==> src/rtl/lzss_token_packer.sv <==
// LZSS token packer: packs literal / back-reference tokens MSB-first
// into fixed OUT_WIDTH words; flush emits a zero-padded final word.
//
// Ports:
//   clk, rst                 rising-edge clock, sync active-high reset
//   in_valid/in_ready        token handshake
//   in_is_ref                0 = literal {0,in_data}
//                            1 = reference {1,in_offset,in_length}
//   flush                    one-cycle request to emit residual bits
//   out_valid/out_ready      packed word handshake
//   out_data/out_nbits       packed word (first bit in MSB), meaningful bits
//   out_last                 final word of a flush
//   flush_done               one-cycle pulse when a flush completes
//   bit_count                total accepted token bits (wraps)
module lzss_token_packer #(
    parameter int WORD_SIZE   = 8,
    parameter int OFFSET_BITS = 4,
    parameter int LENGTH_BITS = 2,
    parameter int OUT_WIDTH   = 32
) (
    input  logic                           clk,
    input  logic                           rst,
    input  logic                           in_valid,
    output logic                           in_ready,
    input  logic                           in_is_ref,
    input  logic [WORD_SIZE-1:0]           in_data,
    input  logic [OFFSET_BITS-1:0]         in_offset,
    input  logic [LENGTH_BITS-1:0]         in_length,
    input  logic                           flush,
    output logic                           out_valid,
    input  logic                           out_ready,
    output logic [OUT_WIDTH-1:0]           out_data,
    output logic [$clog2(OUT_WIDTH+1)-1:0] out_nbits,
    output logic                           out_last,
    output logic                           flush_done,
    output logic [31:0]                    bit_count
);

    localparam int REF_W   = OFFSET_BITS + LENGTH_BITS;
    localparam int PAY_W   = (WORD_SIZE > REF_W) ? WORD_SIZE : REF_W;
    localparam int TOK_MAX = 1 + PAY_W;
    localparam int ACC_W   = OUT_WIDTH + TOK_MAX - 1;
    localparam int FILL_W  = $clog2(ACC_W + 1);
    localparam int NB_W    = $clog2(OUT_WIDTH + 1);

    localparam logic [FILL_W-1:0] L_OW  = FILL_W'(OUT_WIDTH);
    localparam logic [FILL_W-1:0] L_ACC = FILL_W'(ACC_W);
    localparam logic [FILL_W-1:0] L_LIT = FILL_W'(1 + WORD_SIZE);
    localparam logic [FILL_W-1:0] L_REF = FILL_W'(1 + REF_W);

    typedef enum logic [1:0] {
        S_ACCUM,
        S_FLUSH,
        S_DONE
    } state_t;

    state_t              r_state;
    state_t              w_state_nxt;
    logic [ACC_W-1:0]    r_acc;
    logic [ACC_W-1:0]    w_acc_nxt;
    logic [FILL_W-1:0]   r_fill;
    logic [FILL_W-1:0]   w_fill_nxt;

    logic                r_out_valid;
    logic [OUT_WIDTH-1:0] r_out_data;
    logic [NB_W-1:0]     r_out_nbits;
    logic                r_out_last;
    logic [31:0]         r_bit_count;

    logic [TOK_MAX-1:0]  w_tok;
    logic [ACC_W-1:0]    w_tok_ext;
    logic [FILL_W-1:0]   w_tok_w;
    logic [FILL_W-1:0]   w_shamt;
    logic                w_free;
    logic                w_in_ready;
    logic                w_accept;
    logic                w_load;
    logic                w_load_last;
    logic [NB_W-1:0]     w_load_nbits;

    // Token right-aligned in TOK_MAX bits; unused upper bits stay zero.
    always_comb begin
        w_tok = '0;
        if (in_is_ref) begin
            w_tok[REF_W:0] = {1'b1, in_offset, in_length};
        end else begin
            w_tok[WORD_SIZE:0] = {1'b0, in_data};
        end
    end

    assign w_tok_w   = in_is_ref ? L_REF : L_LIT;
    assign w_tok_ext = {{(ACC_W-TOK_MAX){1'b0}}, w_tok};
    // Accumulator is left-aligned: new token lands just below the fill.
    assign w_shamt   = L_ACC - r_fill - w_tok_w;
    assign w_free    = !r_out_valid || out_ready;

    always_comb begin
        w_state_nxt  = r_state;
        w_acc_nxt    = r_acc;
        w_fill_nxt   = r_fill;
        w_in_ready   = 1'b0;
        w_accept     = 1'b0;
        w_load       = 1'b0;
        w_load_last  = 1'b0;
        w_load_nbits = NB_W'(OUT_WIDTH);
        unique case (r_state)
            S_ACCUM: begin
                w_in_ready = (r_fill < L_OW);
                w_accept   = in_valid && w_in_ready;
                // Accept and drain are exclusive: ready is low when full.
                if (w_accept) begin
                    w_acc_nxt  = r_acc | (w_tok_ext << w_shamt);
                    w_fill_nxt = r_fill + w_tok_w;
                end else if (r_fill >= L_OW && w_free) begin
                    w_load     = 1'b1;
                    w_acc_nxt  = r_acc << OUT_WIDTH;
                    w_fill_nxt = r_fill - L_OW;
                end
                if (flush) begin
                    w_state_nxt = S_FLUSH;
                end
            end
            S_FLUSH: begin
                if (r_fill >= L_OW) begin
                    if (w_free) begin
                        w_load     = 1'b1;
                        w_acc_nxt  = r_acc << OUT_WIDTH;
                        w_fill_nxt = r_fill - L_OW;
                    end
                end else if (r_fill != '0) begin
                    if (w_free) begin
                        w_load       = 1'b1;
                        w_load_last  = 1'b1;
                        w_load_nbits = NB_W'(r_fill);
                        w_acc_nxt    = '0;
                        w_fill_nxt   = '0;
                    end
                end else if (w_free) begin
                    // Any held word is taken this edge; flush is complete.
                    w_state_nxt = S_DONE;
                end
            end
            S_DONE: begin
                w_state_nxt = S_ACCUM;
                w_acc_nxt   = '0;
                w_fill_nxt  = '0;
            end
            default: begin
                w_state_nxt = S_ACCUM;
            end
        endcase
    end

    always_ff @(posedge clk) begin
        if (rst) begin
            r_state     <= S_ACCUM;
            r_acc       <= '0;
            r_fill      <= '0;
            r_out_valid <= 1'b0;
            r_out_data  <= '0;
            r_out_nbits <= '0;
            r_out_last  <= 1'b0;
            r_bit_count <= '0;
        end else begin
            r_state <= w_state_nxt;
            r_acc   <= w_acc_nxt;
            r_fill  <= w_fill_nxt;
            if (w_load) begin
                r_out_valid <= 1'b1;
                r_out_data  <= r_acc[ACC_W-1 -: OUT_WIDTH];
                r_out_nbits <= w_load_nbits;
                r_out_last  <= w_load_last;
            end else if (out_ready) begin
                r_out_valid <= 1'b0;
            end
            if (w_accept) begin
                r_bit_count <= r_bit_count + 32'(w_tok_w);
            end
        end
    end

    assign in_ready   = w_in_ready;
    assign out_valid  = r_out_valid;
    assign out_data   = r_out_data;
    assign out_nbits  = r_out_nbits;
    assign out_last   = r_out_last;
    assign flush_done = (r_state == S_DONE);
    assign bit_count  = r_bit_count;

endmodule

==> config.mk <==
export PLATFORM = sky130hd
export DESIGN_NAME = lzss_token_packer
export DESIGN_NICKNAME = d
export VERILOG_FILES = /design/src/rtl/lzss_token_packer.sv
export SDC_FILE = /design/constraint.sdc
export NUM_CORES = 1
export LEC_CHECK = 0
export ABC_CLOCK_PERIOD_IN_PS = 5050
export BUFFER_PORTS_ARGS = -buffer_cell sky130_fd_sc_hd__buf_2
export CAP_MARGIN = 10
export CORE_MARGIN = 4
export CORE_UTILIZATION = 61
export DETAILED_ROUTE_END_ITERATION = 16
export MAX_ROUTING_LAYER = met4
export PLACE_DENSITY = 0.85
export SYNTH_ARGS = -nofsm -noshare
export SYNTH_HDL_FRONTEND = slang
export SYNTH_SLANG_ARGS = --single-unit
==> constraint.sdc <==
create_clock -name clk -period 5.05 [get_ports clk]
set_input_delay 0 -clock clk [delete_from_list [all_inputs] [get_ports clk]]
set_output_delay 0 -clock clk [all_outputs]
set_load 0.005 [all_outputs]
==> metrics.yaml, run 1 <==
final_max_slew_viol_count: 0
drc_errors: 0
dpl_cell_area_mm2: 0.00657
drive_gt1_frac: 0.186
drt_first_pass_iters: 5
required_ps: 5480
slew_headroom: 0.290
wl_per_cell_um: 16.9
clkTransAtPathRegs_ps: 60
place_hpwl_um: 11100
globalRouteTotalUtil: 0.287
post-route-min-period_ps: 3500
finalSetupViolations: 0
synthFlopType: "dfxtp_1"
power.leakage_nw: 3.16
syn_area_mm2: 0.00606
critPathBufInv: 0
final_common_cell: "dfxtp_1"
n_fill_cell: 771
diodes: 0
routed_wl_um: 15700
cts_max_level: 4
critPathCaptureType: "register"
postCtsSetupRepairBufs: 0
synth_seq_cells: 120
hp-class: "in2reg"
rsz0062_at_grt: "no"
die_x_um: 108
start_util: 0.623
clk_latency_ps: 520
ys_async_sr_fraction: 0
die_h_um: 108
path_class: "reg2reg"
first_global_vias: 5209
cts-root-buf: "clkbuf_8"
cp-start-kind: "register"
vias_per_cell: 5.96
grt_max_degree: 88
worstPathCellList: "nor2b_1 > nand2b_1 > o211a_1 > a311oi_2 > nand2_1 > o31ai_1"
clockBufferDepth: 2
syn_inst: 704
dieArea_mm2: 0.0116
max_stage_delay_ps: 900
power.density_mw_per_mm2: 527
clock_skew_ps: 6.26
place.port_buffers: 93
outcome: "completed"
crit_arrival_ps: 3930
syn_avg_cell_area_um2: 8.61
max-cap-violations: 0
synth_edf_count: 0
syn_nets: 746
crit_fanout: 15
tightest_slew_ps: 1060
grt_pass1_wl_um: 25900
io_pins: 94
synthDistinctLibCells: 63
max-vdd-ir-drop_uv: 351
core_area_mm2: 0.00973
tns_ps: 0
numCtsBuffers: 17
final_area_mm2: 0.00715
cts_tree: "done"
syn2layout_area_growth_pct: 18.0
hold_violations: 0
drt_iter0_drc: 638
fin_crit_sh: 0.693
cpMaxStageDelayCell: "a311oi_2"
synth_warnings: 0
ant_nets: 0
critical_path.top_delay_family: "simple AND/OR/NAND/NOR gates"
antenna_found_initial: 0
clkSinkCount: 120
final_cell_mix: "120 x dfxtp_1, 104 x nor2_1, 93 x buf_2"
fin_nets: 826
gp_congestion: 0.945
ys_seq_area_frac: 0.396
fmax_ghz: 0.286
grt_overflow: 0
vias: 5545
rows: 36
## final timing paths
check,start,to,slack [ps],cells after the start
hold reg to reg,out_nbits[5],out_nbits[5],460,2
setup reg to reg,r_fill[5],r_acc[29],1550,6
setup / recovery,r_fill[5],r_acc[29],1550,6
hold / removal,rst,bit_count[16],160,3
## cells in the mapped netlist, drive strengths merged, types with 15 or more instances
cell	count	area, um2
nor2	104	390
dfxtp	120	2400
clkbuf	24	90.1
nand3	24	120
a31oi	16	100
o21ai	37	185
nand2	50	188
xnor2	15	131
mux2i	39	390
buf	15	81.3
or3	15	93.8
inv	25	93.8
a21oi	43	219
ha	19	238
## worst register-to-register path, stage by stage (launching register included)
cell      delay, ps
dfxtp_1         390
nor2b_1         730
nand2b_1        590
o211a_1         280
a311oi_2        900
nand2_1         220
o31ai_1         290
## registers in the layout, indices dropped and copies added (netlist names)
register / cells
out_valid: 1
r_fill: 6
out_last: 1
out_data: 32
bit_count: 32
out_nbits: 6
r_state: 2
r_acc: 40
## metal layers
| metal | GRT usage | vias to the layer above | part of all wire |
|---|---|---|---|
| li1 | - | 2678 | - |
| met1 | 0.377 | 2630 | 0.45 |
| met2 | 0.445 | 213 | 0.47 |
| met3 | 0.0594 | 24 | 0.069 |
| met4 | 0.0929 | 0 | 0.015 |
| met5 | - | - | 0 |
## repair_timing
item	4_1_cts	5_1_grt
hold buffers	3	0
setup endpoints to repair	0	0
resized for setup	0	0
hold endpoints to repair	4	0
## power by group
| part | internal [mW] | total, mW | leakage, nW | switching, mW |
|---|---|---|---|---|
| Sequential | 1.05 | 1.14 | 0.969 | 0.0903 |
| Clock | 0.697 | 1.13 | 0.271 | 0.437 |
| Combinational | 0.520 | 1.50 | 1.92 | 0.983 |
| Total | 2.26 | 3.77 | 3.16 | 1.51 |
## area by class of cell
class	instances	area (um2)	area share
sequential	120	2400	0.336
clock buffer	19	422	0.0589
timing repair buffer	100	526	0.0735
clock inverter	13	131	0.0184
inverter	25	93.8	0.0131
multi-input combinational	520	3410	0.477
tap	133	166	0.0233
## kinds of logic after synthesis
logic type,share of synthesized area
AND/OR/NAND/NOR,0.205
AO/OA/AOI/OAI,0.172
XOR/XNOR,0.0376
adder cells (fa/ha/maj),0.0491
buffers and inverters,0.0438
flip-flops,0.396
multiplexers,0.0960
## per-stage QoR
| stage | setup WS (ps) | total power, mW | hold slack (ps) | util | cells |
|---|---|---|---|---|---|
| after floorplan | 2400 | 2.25 | 162 | - | 704 |
| after global placement | 1710 | 2.56 | 294 | 0.675 | 895 |
| after detailed placement | 1720 | 2.60 | 307 | 0.675 | 895 |
| after CTS | 1660 | 3.74 | 168 | 0.735 | 930 |
| after global routing | 1250 | 3.97 | 205 | 0.735 | 930 |
| final | 1550 | 3.77 | 161 | 0.735 | 930 |
Note: power is estimated with default switching activity, not from simulation.
==> inputs of run 2 (changes only) <==
ABC_CLOCK_PERIOD_IN_PS = 3530   (was 5050)
CORE_UTILIZATION = 57   (was 61)
PLACE_DENSITY = 0.8   (was 0.85)
clock period = 3.53 ns   (was 5.05 ns; I/O delays follow)
==> run 2 against run 1 <==
Effect of this change: worst setup slack lost 1200 ps; sequential share of layout area shrank 0.71 points; largest cell class unchanged; cell area grew 2.2%; hold slack lost 120 ps; largest power group unchanged; clock-buffer cell count shrank 2; die area grew 6.5%; first-iteration DRC count shrank 29%; combinational power grew 50%; fmax grew 11%; flip-flop and latch count is the same; global-route usage shrank 2.0 points; register-to-register slack lost 1200 ps.
==> metrics.yaml, run 2 (synthesized netlist as in run 1, its figures left out) <==
final_cell_mix: "120 x dfxtp_1, 104 x nor2_1, 93 x buf_2"
cp-start-kind: "register"
cts_tree: "done"
hold_start: "in_valid"
fmax_ghz: 0.316  # +11%
ant_nets: 0  # unchanged
post-route-min-period_ps: 3160  # -335 ps
wl_per_cell_um: 16.8  # -0.71%
routed_wl_um: 15900  # +0.78%
place_hpwl_um: 11500  # +3.1%
grt_overflow: 0  # unchanged
globalRouteTotalUtil: 0.267  # -0.0202
required_ps: 4000  # -1480 ps
n_fill_cell: 820  # +6.4%
cts_max_level: 4  # unchanged
outcome: "completed"
final_common_cell: "dfxtp_1"
clkTransAtPathRegs_ps: 60  # about the same
largest-register: "r_acc"
clockBufferDepth: 2  # unchanged
max-vdd-ir-drop_uv: 544  # +55%
tns_ps: 0  # unchanged
start_util: 0.587  # -0.0359
largest_reg_flops: 40  # unchanged
path_class: "reg2reg"
rows: 37  # +2.8%
grt_max_degree: 83  # -5.7%
cts-root-buf: "clkbuf_8"
numCtsBuffers: 17  # unchanged
crit_arrival_ps: 3630  # -300 ps
clk_latency_ps: 530  # about the same
tightest_slew_ps: 955  # -110 ps
vias: 5583  # +0.69%
diodes: 0  # unchanged
hold_violations: 0  # unchanged
hp-class: "in2reg"
slew_headroom: 0.364  # +0.0732
r2r_cells: 9  # +3
vias_per_cell: 5.91  # -0.81%
dieArea_mm2: 0.0123  # +6.5%
place.port_buffers: 93  # unchanged
die_x_um: 111  # +3.2%
drive_gt1_frac: 0.198  # +0.0123
clkSinkCount: 120  # unchanged
fin_crit_sh: 0.896  # +0.203
rsz0062_at_grt: "no"
final_max_slew_viol_count: 0  # unchanged
syn2layout_area_growth_pct: 20.5
crit_fanout: 6  # -9
gp_congestion: 0.904  # -4.2%
final_util: 0.708  # -0.0274
critPathCaptureType: "register"
max-cap-violations: 0  # unchanged
clock_skew_ps: 9.60  # +3.35 ps
drc_errors: 0  # unchanged
postCtsSetupRepairBufs: 0  # unchanged
drt_first_pass_iters: 5  # unchanged
final_area_mm2: 0.00731  # +2.2%
whs_endpoint: "r_acc[38]"
fin_nets: 837  # +1.3%
dpl_cell_area_mm2: 0.00665  # +1.2%
regToRegStartpoint: "r_fill[2]"
power.density_mw_per_mm2: 776  # +47%
finalSetupViolations: 0  # unchanged
r2r_end: "r_acc[33]"
r2r_slack_ps: 370  # -1180 ps
grt_pass1_wl_um: 26500  # +2.5%
die_h_um: 111  # +3.2%
drt_iter0_drc: 456  # -29%
first_global_vias: 5257  # +0.92%
min_delay_path_depth: 5  # +2
core_area_mm2: 0.0103  # +6.1%
antenna_found_initial: 0  # unchanged
power.leakage_nw: 3.25  # +2.7%
io_pins: 94  # unchanged
[run 2: worst max path at each step]
| stage | slack, ps | depth (start not counted) | endpoint | start |
|---|---|---|---|---|
| 2_1_floorplan | 880 | 10 | r_acc[35] | r_fill[2] |
| 3_3_place_gp | 490 | 9 | r_acc[33] | r_fill[2] |
| 3_5_place_dp | 440 | 9 | r_acc[33] | r_fill[2] |
| 4_1_cts | 400 | 9 | r_acc[33] | r_fill[2] |
| 5_1_grt | 240 | 9 | r_acc[33] | r_fill[2] |
| 6_report | 370 | 9 | r_acc[33] | r_fill[2] |
[run 2: timing repair]
action	4_1_cts	5_1_grt
hold buffers	4	0
hold endpoints to repair	9	0
gates resized for setup	0	0
[run 2: layout make-up]
type	instances	area, um2	area share
clock inverter	15	204	0.0279
tap	136	170	0.0233
inverter	25	93.8	0.0128
clock buffer	17	414	0.0567
multi-input combinational	520	3410	0.467
timing repair buffer	111	611	0.0836
sequential	120	2400	0.329
[run 2: per-stage QoR]
| stage | instances | worst slack, ps | hold WS (ps) | power [mW] |
|---|---|---|---|---|
| after detailed placement | 908 | 442 | 283 | 3.82 |
| final | 944 | 368 | 46.1 | 5.67 |
| after floorplan | 704 | 877 | 162 | 3.22 |
| after global routing | 944 | 237 | 71.4 | 5.98 |
| after global placement | 908 | 487 | 265 | 3.77 |
| after CTS | 944 | 397 | 14.0 | 5.64 |
[run 2: report_power, final]
group          switching [mW]  internal [mW]
logic                    1.44          0.811
clock network           0.704           1.11
registers               0.113           1.50
[run 2: metal layers]
layer  global-route usage  routed length, um
met5                    -                  0
met4               0.0770                199
met3               0.0459                913
met2                0.418               7500
met1                0.357               7240
[run 2: critical path, stage by stage, from the launching register on]
cell and delay (ps):
dfxtp_1 440, inv_1 70, ha_1 350, ha_1 190
inv_1 50, fa_1 450, xor2_1 530, nand2_1 170
o311ai_0 590, a32o_1 270
==> inputs of run 3 (changes only) <==
ABC_CLOCK_PERIOD_IN_PS = 2900   (was 3530)
CORE_UTILIZATION = 52   (was 57)
PLACE_DENSITY = 0.77   (was 0.8)
clock period = 2.9 ns   (was 3.53 ns; I/O delays follow)
==> run 3 against run 2 <==
Effect of this change: routed wire length increased by 2.5%; via count increased by 0.82%; cell count increased by 2.3%; hold slack improved by 25 ps; clock skew decreased by 4.0 ps; largest cell class unchanged; largest power group unchanged.
==> metrics.yaml, run 3 (synthesized netlist as in run 1, its figures left out) <==
crit_fanout: 10  # +4
rsz0062_at_grt: "no"
clk_latency_ps: 420  # -110 ps
postCtsSetupRepairBufs: 0  # unchanged
dieArea_mm2: 0.0134  # +8.9%
numCtsBuffers: 17  # unchanged
crit_arrival_ps: 2990  # -640 ps
diodes: 0  # unchanged
fmax_ghz: 0.378  # +20%
drt_iter0_drc: 461  # +1.1%
fin_nets: 852  # +1.8%
first_global_vias: 5307  # +0.95%
vias: 5629  # +0.82%
die_h_um: 116  # +4.4%
syn2layout_area_growth_pct: 22.1
io_pins: 94  # unchanged
clockBufferDepth: 2  # unchanged
path_class: "reg2reg"
drive_gt1_frac: 0.214  # +0.0158
vias_per_cell: 5.83  # -1.5%
clock_skew_ps: 5.62  # -3.98 ps
antenna_found_initial: 0  # unchanged
combPwrFrac: 0.425  # +0.028
cts-root-buf: "clkbuf_16"
worstPathCellList: "inv_1 > ha_1 > or2_2 > a211oi_1 > a21boi_0 > or4_4 > or3_1 > a21oi_1"
wl_per_cell_um: 16.8  # +0.18%
power_frac_clock: 0.292  # -0.027
start_util: 0.531  # -0.0563
p_switching_mw: 2.68  # +19%
largest-register: "r_acc"
cts_tree: "done"
final_max_slew_viol_count: 0  # unchanged
power.density_mw_per_mm2: 929  # +20%
post-route-min-period_ps: 2650  # -517 ps
required_ps: 3250  # -750 ps
drc_errors: 0  # unchanged
place_hpwl_um: 11800  # +2.9%
tightest_slew_ps: 773  # -181 ps
die_x_um: 116  # +4.4%
critPathCaptureType: "register"
grt_overflow: 0  # unchanged
hold_violations: 0  # unchanged
final_area_mm2: 0.00740  # +1.3%
min_delay_path_depth: 3  # -2
r2r_cells: 8  # -1
critical_path.top_delay_family: "simple AND/OR/NAND/NOR gates"
clkTransAtPathRegs_ps: 50  # about the same
gp_congestion: 0.934  # +3.3%
grt_max_degree: 48  # -42%
critPathBufInv: 1  # -1
seq_power_share: 0.283  # about the same
final_common_cell: "dfxtp_1"
dp_slack_ps: 154  # -288 ps
cpMaxStageDelayCell: "or4_4"
globalRouteTotalUtil: 0.260  # -0.00689
p_int_mw: 4.20  # +23%
max_stage_delay_ps: 580  # about the same
tns_ps: 0  # unchanged
worst_slack_ps: 255  # -113 ps
ant_nets: 0  # unchanged
place.port_buffers: 93  # unchanged
outcome: "completed"
hp-class: "in2reg"
fin_crit_sh: 0.912  # +0.0162
power_switching_share: 0.389  # -0.00918
drt_first_pass_iters: 7  # +2
routed_wl_um: 16300  # +2.5%
largest_reg_flops: 40  # unchanged
dpl_cell_area_mm2: 0.00681  # +2.4%
max-cap-violations: 0  # unchanged
critical_path_cell_count: 8  # -1
grt_pass1_wl_um: 26800  # +0.96%
cts_max_level: 4  # unchanged
power_mw: 6.88  # +21%
rows: 39  # +5.4%
final_cell_mix: "120 x dfxtp_1, 104 x nor2_1, 93 x buf_2"
power.leakage_nw: 3.30  # +1.5%
cp-start-kind: "register"
slew_headroom: 0.484  # +0.121
core_area_mm2: 0.0114  # +11%
clkSinkCount: 120  # unchanged
max-vdd-ir-drop_uv: 587  # +7.9%
finalSetupViolations: 0  # unchanged
run 3: path summary, 6_finish.rpt:
path,from,endpoint,slack (ps)
max,r_fill[4],r_fill[4],250
min,out_ready,out_valid,70
max reg2reg,r_fill[4],r_fill[4],250
min reg2reg,out_nbits[5],out_nbits[5],460
run 3: power by group through the flow:
stage          Combinational, mW  Clock [mW]  Sequential, mW
2_1_floorplan               1.97           0            1.96
3_3_place_gp                2.81           0            1.97
3_5_place_dp                2.86           0            1.98
4_1_cts                     2.89        2.03            1.94
5_1_grt                     3.21        2.11            1.97
6_report                    2.93        2.01            1.94
run 3: through the flow:
stage,hold WS [ps],instances,utilization
after floorplan,162,704,-
after global placement,296,932,0.596
after detailed placement,290,932,0.596
after CTS,47.7,966,0.648
after global routing,86.8,966,0.648
final,71.3,966,0.648
run 3: per-layer routing:
metal | global-route usage | vias to the layer above | part of all wire
li1 | - | 2726 | -
met1 | 0.348 | 2688 | 0.46
met2 | 0.395 | 189 | 0.46
met3 | 0.0512 | 26 | 0.067
met5 | - | - | 0
met4 | 0.0858 | 0 | 0.018
run 3: cell type report:
cell class	instances	area, um2
timing repair buffer	126	743
tap	143	179
clock inverter	10	95.1
multi-input combinational	520	3420
clock buffer	22	474
fill	979	4020
sequential	120	2400
inverter	25	93.8
run 3: worst min-delay path: cells and delay by family:
kind | cells | cell delay [ps]
AOI/OAI and AO/OA | 1 | 100
buffers and inverters | 1 | 80
and+or+nand+nor | 1 | 250
run 3: what timing repair did:
item,4_1_cts,5_1_grt
hold buffers,2,0
setup endpoints to repair,0,2
hold endpoints to repair,3,0
gates resized for setup,0,1
